File: config.mk
export PLATFORM = sky130hd
export DESIGN_NAME = frame_addr_gen
export DESIGN_NICKNAME = d
export VERILOG_FILES = /design/src/rtl/frame_addr_gen_pkg.sv /design/src/rtl/frame_addr_gen_pipe_delay.sv /design/src/rtl/frame_addr_gen.sv
export SDC_FILE = /design/constraint.sdc
export NUM_CORES = 1
export LEC_CHECK = 0
export BUFFER_PORTS_ARGS = -buffer_cell sky130_fd_sc_hd__buf_2
export CAP_MARGIN = 20
export CORE_MARGIN = 4
export CORE_UTILIZATION = 55
export CTS_CLUSTER_SIZE = 24
export DETAILED_ROUTE_END_ITERATION = 6
export GPL_TIMING_DRIVEN = 0
export HOLD_SLACK_MARGIN = 0.12
export PLACE_DENSITY = 0.87
export REMOVE_ABC_BUFFERS = 1
export SYNTH_ARGS = -nofsm -noshare
export SYNTH_HDL_FRONTEND = slang
export SYNTH_SLANG_ARGS = --single-unit
export TNS_END_PERCENT = 50
File: constraint.sdc
create_clock -name clk_in -period 4.3 [get_ports clk_in]
set_clock_uncertainty 0.2 [all_clocks]
set_input_delay 0.645 -clock clk_in [delete_from_list [all_inputs] [get_ports clk_in]]
set_output_delay 0.645 -clock clk_in [all_outputs]
set_load 0.1 [all_outputs]
File: src/rtl/frame_addr_gen_pkg.sv
// Shared video constants and the zoom encoding for the camera frame address path.
// Also holds the coordinate mapping used to scale screen position to source position.
package frame_addr_gen_pkg;

    localparam int SRC_W   = 240;
    localparam int SRC_H   = 320;
    localparam int ADDR_W  = 17;
    localparam int COORD_W = 13;
    localparam int HCNT_W  = 11;
    localparam int VCNT_W  = 10;

    typedef enum logic [1:0] {
        ZOOM_1X  = 2'b00,
        ZOOM_2X  = 2'b01,
        ZOOM_83X = 2'b10
    } zoom_e;

    // Screen coordinate to source coordinate; 2'b11 shares the 8/3x path.
    function automatic logic [COORD_W-1:0] map_coord(
        input logic [1:0]         zoom,
        input logic [COORD_W-1:0] c
    );
        logic [COORD_W-1:0] c3;
        c3 = c + (c << 1);
        case (zoom)
            ZOOM_1X: map_coord = c;
            ZOOM_2X: map_coord = c >> 1;
            default: map_coord = c3 >> 3;
        endcase
    endfunction

endpackage

File: src/rtl/frame_addr_gen_pipe_delay.sv
// Fixed-depth register shift line with synchronous clear, used to align side-band
// signals with frame buffer read data.
module pipe_delay #(
    parameter int WIDTH = 1,
    parameter int DEPTH = 1
) (
    input  logic             clk_in,
    input  logic             rst_in,
    input  logic [WIDTH-1:0] d_in,
    output logic [WIDTH-1:0] d_out
);

    logic [WIDTH-1:0] stage_q [DEPTH];

    // NOTE: every stage is cleared, not just the head, so the outputs read 0
    // right after reset instead of flushing stale pixels for DEPTH cycles.
    always_ff @(posedge clk_in) begin
        if (rst_in) begin
            for (int i = 0; i < DEPTH; i++) begin
                stage_q[i] <= '0;
            end
        end else begin
            stage_q[0] <= d_in;
            for (int i = 1; i < DEPTH; i++) begin
                stage_q[i] <= stage_q[i-1];
            end
        end
    end

    assign d_out = stage_q[DEPTH-1];

endmodule

File: src/rtl/frame_addr_gen.sv
// Maps the display raster position to a read address into the 240x320 camera frame
// buffer at 1x, 2x or 8/3x zoom, and delays timing/zoom to line up with the read data.
module frame_addr_gen
    import frame_addr_gen_pkg::*;
#(
    parameter int SRC_W    = frame_addr_gen_pkg::SRC_W,
    parameter int SRC_H    = frame_addr_gen_pkg::SRC_H,
    parameter int BRAM_LAT = 2
) (
    input  logic              clk_in,
    input  logic              rst_in,
    input  logic [1:0]        scale_in,
    input  logic [HCNT_W-1:0] hcount_in,
    input  logic [VCNT_W-1:0] vcount_in,
    input  logic              hsync_in,
    input  logic              vsync_in,
    input  logic              active_draw_in,
    output logic [ADDR_W-1:0] addr_out,
    output logic [1:0]        scale_out,
    output logic [HCNT_W-1:0] hcount_out,
    output logic [VCNT_W-1:0] vcount_out,
    output logic              hsync_out,
    output logic              vsync_out,
    output logic              active_draw_out
);

    localparam int SX_W  = $clog2(SRC_W);
    localparam int SY_W  = $clog2(SRC_H);
    localparam int TIM_W = HCNT_W + VCNT_W + 3;

    logic               frame_start;
    logic [1:0]         scale_eff;
    logic [COORD_W-1:0] sx_full;
    logic [COORD_W-1:0] sy_full;
    logic               in_range_d;

    logic [1:0]         scale_q;
    logic [1:0]         scale_s1_q;
    logic [SX_W-1:0]    sx_q;
    logic [SY_W-1:0]    sy_q;
    logic               in_range_q;

    logic [ADDR_W-1:0]  sy_ext;
    logic [ADDR_W-1:0]  row_base;
    logic [ADDR_W-1:0]  addr_d;
    logic [ADDR_W-1:0]  addr_q;

    // Stage 1 combinational: zoom is only taken at (0,0), and that pixel already uses it.
    // NOTE: every always_comb output gets a value on every path, so no latch is inferred.
    always_comb begin
        frame_start = (hcount_in == '0) && (vcount_in == '0);
        scale_eff   = frame_start ? scale_in : scale_q;
        sx_full     = map_coord(scale_eff, COORD_W'(hcount_in));
        sy_full     = map_coord(scale_eff, COORD_W'(vcount_in));
        in_range_d  = (sx_full < COORD_W'(SRC_W)) && (sy_full < COORD_W'(SRC_H));
    end

    // Stage 2 combinational: row * width + column, multiply-free for the 240-wide frame.
    always_comb begin
        sy_ext = ADDR_W'(sy_q);
        if (SRC_W == 240) begin
            row_base = (sy_ext << 8) - (sy_ext << 4);
        end else begin
            row_base = sy_ext * ADDR_W'(SRC_W);
        end
        addr_d = in_range_q ? (row_base + ADDR_W'(sx_q)) : '0;
    end

    // NOTE: all state updates use <= so every register samples pre-edge values.
    always_ff @(posedge clk_in) begin
        if (rst_in) begin
            scale_q    <= 2'b00;
            scale_s1_q <= 2'b00;
            sx_q       <= '0;
            sy_q       <= '0;
            in_range_q <= 1'b0;
            addr_q     <= '0;
        end else begin
            scale_q    <= scale_eff;
            scale_s1_q <= scale_eff;
            sx_q       <= sx_full[SX_W-1:0];
            sy_q       <= sy_full[SY_W-1:0];
            in_range_q <= in_range_d;
            addr_q     <= addr_d;
        end
    end

    assign addr_out = addr_q;

    // Timing is delayed from the inputs; zoom picks up after its stage-1 register.
    logic [TIM_W-1:0] tim_dly;

    pipe_delay #(
        .WIDTH (TIM_W),
        .DEPTH (2 + BRAM_LAT)
    ) u_tim_delay (
        .clk_in (clk_in),
        .rst_in (rst_in),
        .d_in   ({hcount_in, vcount_in, hsync_in, vsync_in, active_draw_in}),
        .d_out  (tim_dly)
    );

    pipe_delay #(
        .WIDTH (2),
        .DEPTH (1 + BRAM_LAT)
    ) u_scale_delay (
        .clk_in (clk_in),
        .rst_in (rst_in),
        .d_in   (scale_s1_q),
        .d_out  (scale_out)
    );

    assign {hcount_out, vcount_out, hsync_out, vsync_out, active_draw_out} = tim_dly;

endmodule
==> summary.md <==
| Metric | Value |
|---|---|
| TritonCTS clock tree | `done` |
| Pwr Density | `474 nW/um2` |
| Worst setup SP type | `input pin` |
| Final period utilization | `0.838` |
| Longest Clk Path Bufs | `2` |
| Setup CP Type | `input pin to flip-flop` |
| Largest net degree at the start of global routing | `66` |
| Max-Cap Viols | `0` |
| Initial antenna violation count | `0` |
| Grt total ovfl | `0` |
| Final wirelength | `10100 um` |
| Core Area | `9370 um2` |
| Fillers | `707` |
| Pre-antenna DRT Iters | `6` |
| Port bufs | `70` |
| Via count | `3852` |
| Main synth FF type | `dfxtp_1` |
| Cell count after placement | `720` |
| DP Worst Slack | `0.244 ns` |
| PostCTS Resize Cnt | `0` |
| DRT iter0 DRCs | `274` |
| Cell Count, Final, Fillers Out | `753` |
| Total CTS buffers | `17` |
| Share of cells above drive strength 1 | `0.181` |
| Min-delay worst type | `input pin to flip-flop` |
| Synthesized flop and latch total | `139` |
| First-pass GRT wire length | `16600 um` |
| Die height | `107 um` |
| Relative slew slack | `0.478` |
| CTS H-tree depth | `4` |
| Asr flop ratio synth | `0` |
| Synth cell types | `46` |
| Main combinational cell family by area after synthesis | `simple AND/OR/NAND/NOR gates` |
| Post-Layout Inst Area | `6420 um2` |
| Wire per inst | `13.5 um` |
| Slew @ Worst Pin | `0.764 ns` |
| Storage cell area | `2780 um2` |
| Placed Area | `5810 um2` |
| Detail Placement HPWL | `6900 um` |
| Outcome | `finished, final reports clean` |
| Fin util | `0.685` |
| Post-route DRC | `0` |
| Clk pin slew, worst setup/hold paths | `0.07 ns` |
| Mapped Cells | `540` |
| Post-Syn Area per Cell | `9.91 um2` |
| I/O pin total | `71` |
| Vias per cell | `5.12` |
| Largest cells by area after synthesis | `dfxtp_1, nor2b_1, ha_1, nor2_1, a211oi_1` |
| Fmax | `0.278 GHz` |
| TritonCTS Sinks | `139` |
| # rows | `35` |
| EDFF count, synth | `0` |
| Xor and xnor area share after synthesis | `0.0213` |
| Final Hold Viols | `0` |
| Yosys top cell area share | `0.520` |
| CP endpoint kind | `flip-flop` |
| Antenna cells | `0` |
| RSZ-0062 raised after global routing | `no` |
| Crit-path max FO | `17` |
| Initial Utilization | `0.571` |
| # nets final | `677` |
| Vias in the first global route | `3699` |
| Gr usage total | `0.184` |
| Count of final setup violators | `0` |
| Final Slew Violations | `0` |
| Number of routed nets with antenna violations | `0` |
| Most common cell after layout, fill and taps aside | `dfxtp_1` |
| Area grow syn2layout | `19.9%` |
| Min Tclk post-route | `3.60 ns` |
| Chip width | `107 um` |
| Mapped Area | `5350 um2` |
| Post-CTS Setup Inserts | `0` |
| Clk Latency, worst-skew pair | `0.52 ns` |
| Die ar. | `11400 um2` |
| Peak supply drop | `0.237 mV` |
| Setup WS post-layout | `0.697 ns` |
| Mux share of post-synthesis cell area | `0.0140` |
| Static Leak | `0.00286 uW` |
| Post-synthesis compound-gate area fraction | `0.0923` |
| Post-synthesis adder-cell area fraction | `0.0888` |
| Worst Path Arrival | `3.82 ns` |
| Simple-gate share of the synthesized area | `0.225` |
| Commonest non-fill, non-tap cells in the layout | `dfxtp_1, nor2b_1, buf_2` |
| Synth area leader | `dfxtp_1` |
| Data required, critical path | `4.52 ns` |
| YS warnings | `0` |
| RD Place Congestion | `0.890` |
| Sequential element share of the synthesized area | `0.520` |
| Tot Pwr | `3040 uW` |
| Root buffer cell | `clkbuf_8` |
| Multi-input logic area | `2370 um2` |
## area by class of cell
cell class / count / share of cell area
multi-input combinational: 351 / 0.369
clock inverter: 15 / 0.0277
tap: 129 / 0.0252
sequential: 139 / 0.434
clock buffer: 17 / 0.0645
timing repair buffer: 73 / 0.0632
inverter: 29 / 0.0170
## layer usage
metal	GRT usage	wire length [um]
met5	0	0
met4	0.101	385
met3	0.0548	645
met2	0.310	4900
met1	0.209	4210
## cells in the mapped netlist (all sizes together), types with 3 or more instances
master,instances
nor2b,89
nand2,22
dfxtp,139
nor4,6
and2,5
buf,6
a2111oi,5
a21o,3
nand3,9
o21ai,12
mux2i,6
a211oi,15
a21oi,18
inv,29
nor3,17
xnor2,7
clkbuf,15
ha,38
nor2,52
a31oi,4
or2,3
xor2,6
o21a,5
or3,6
## cells by family after synthesis
logic type      Yosys count
simple gates            220
compound gates           73
buf+inv                  50
xor+xnor                 13
mux                       7
flops                   139
fa+ha+maj                38
## timing repair
action / in CTS / in global routing
setup endpoints to repair: 0 / 0
hold buffers: 1 / 0
endpoints found under the hold margin: 1 / 0
## sequential cells by signal (all words and copies together) (netlist names)
| name | count |
|---|---|
| sx_q | 8 |
| scale_s1_q | 2 |
| u_scale_delay.stage_q | 6 |
| addr_out | 17 |
| u_tim_delay.stage_q | 96 |
| in_range_q | 1 |
| sy_q | 9 |
## through the flow
stage          hold slack (ns)  TNS, ns
2_1_floorplan            0.206        0
3_3_place_gp             0.215    -2.55
3_5_place_dp             0.217        0
4_1_cts                  0.124        0
5_1_grt                  0.153        0
6_report                 0.143        0
## critical path, stage by stage
cell       delay [ns]
buf_2            0.13
inv_1            0.12
ha_1             0.17
or4b_4           0.49
nor4_4           0.53
mux2i_2          0.60
buf_8            0.24
a2111oi_0        0.08
nor4_1           0.37
a21oi_1          0.15
a2111oi_2        0.28
## path summary, 6_finish.rpt
check / cells past startpoint / to / start / slack (ns)
max: 11 / in_range_q$_SDFF_PP0_ / vcount_in[7] / 0.70
min reg2reg: 1 / u_tim_delay.stage_q[2][20]$_SDFF_PP0_ / u_tim_delay.stage_q[1][20]$_SDFF_PP0_ / 0.23
min: 2 / u_tim_delay.stage_q[0][0]$_SDFF_PP0_ / active_draw_in / 0.14
max reg2reg: 9 / addr_out[14]$_SDFF_PP0_ / sy_q[1]$_SDFF_PP0_ / 1.81
## power breakdown
part / internal (uW) / leakage [uW] / switching, uW
sequential: 1330 / 0.00114 / 10.3
clock: 800 / 0.000283 / 620
combinational: 106 / 0.00144 / 176
Power figures use the tool's default switching activity.
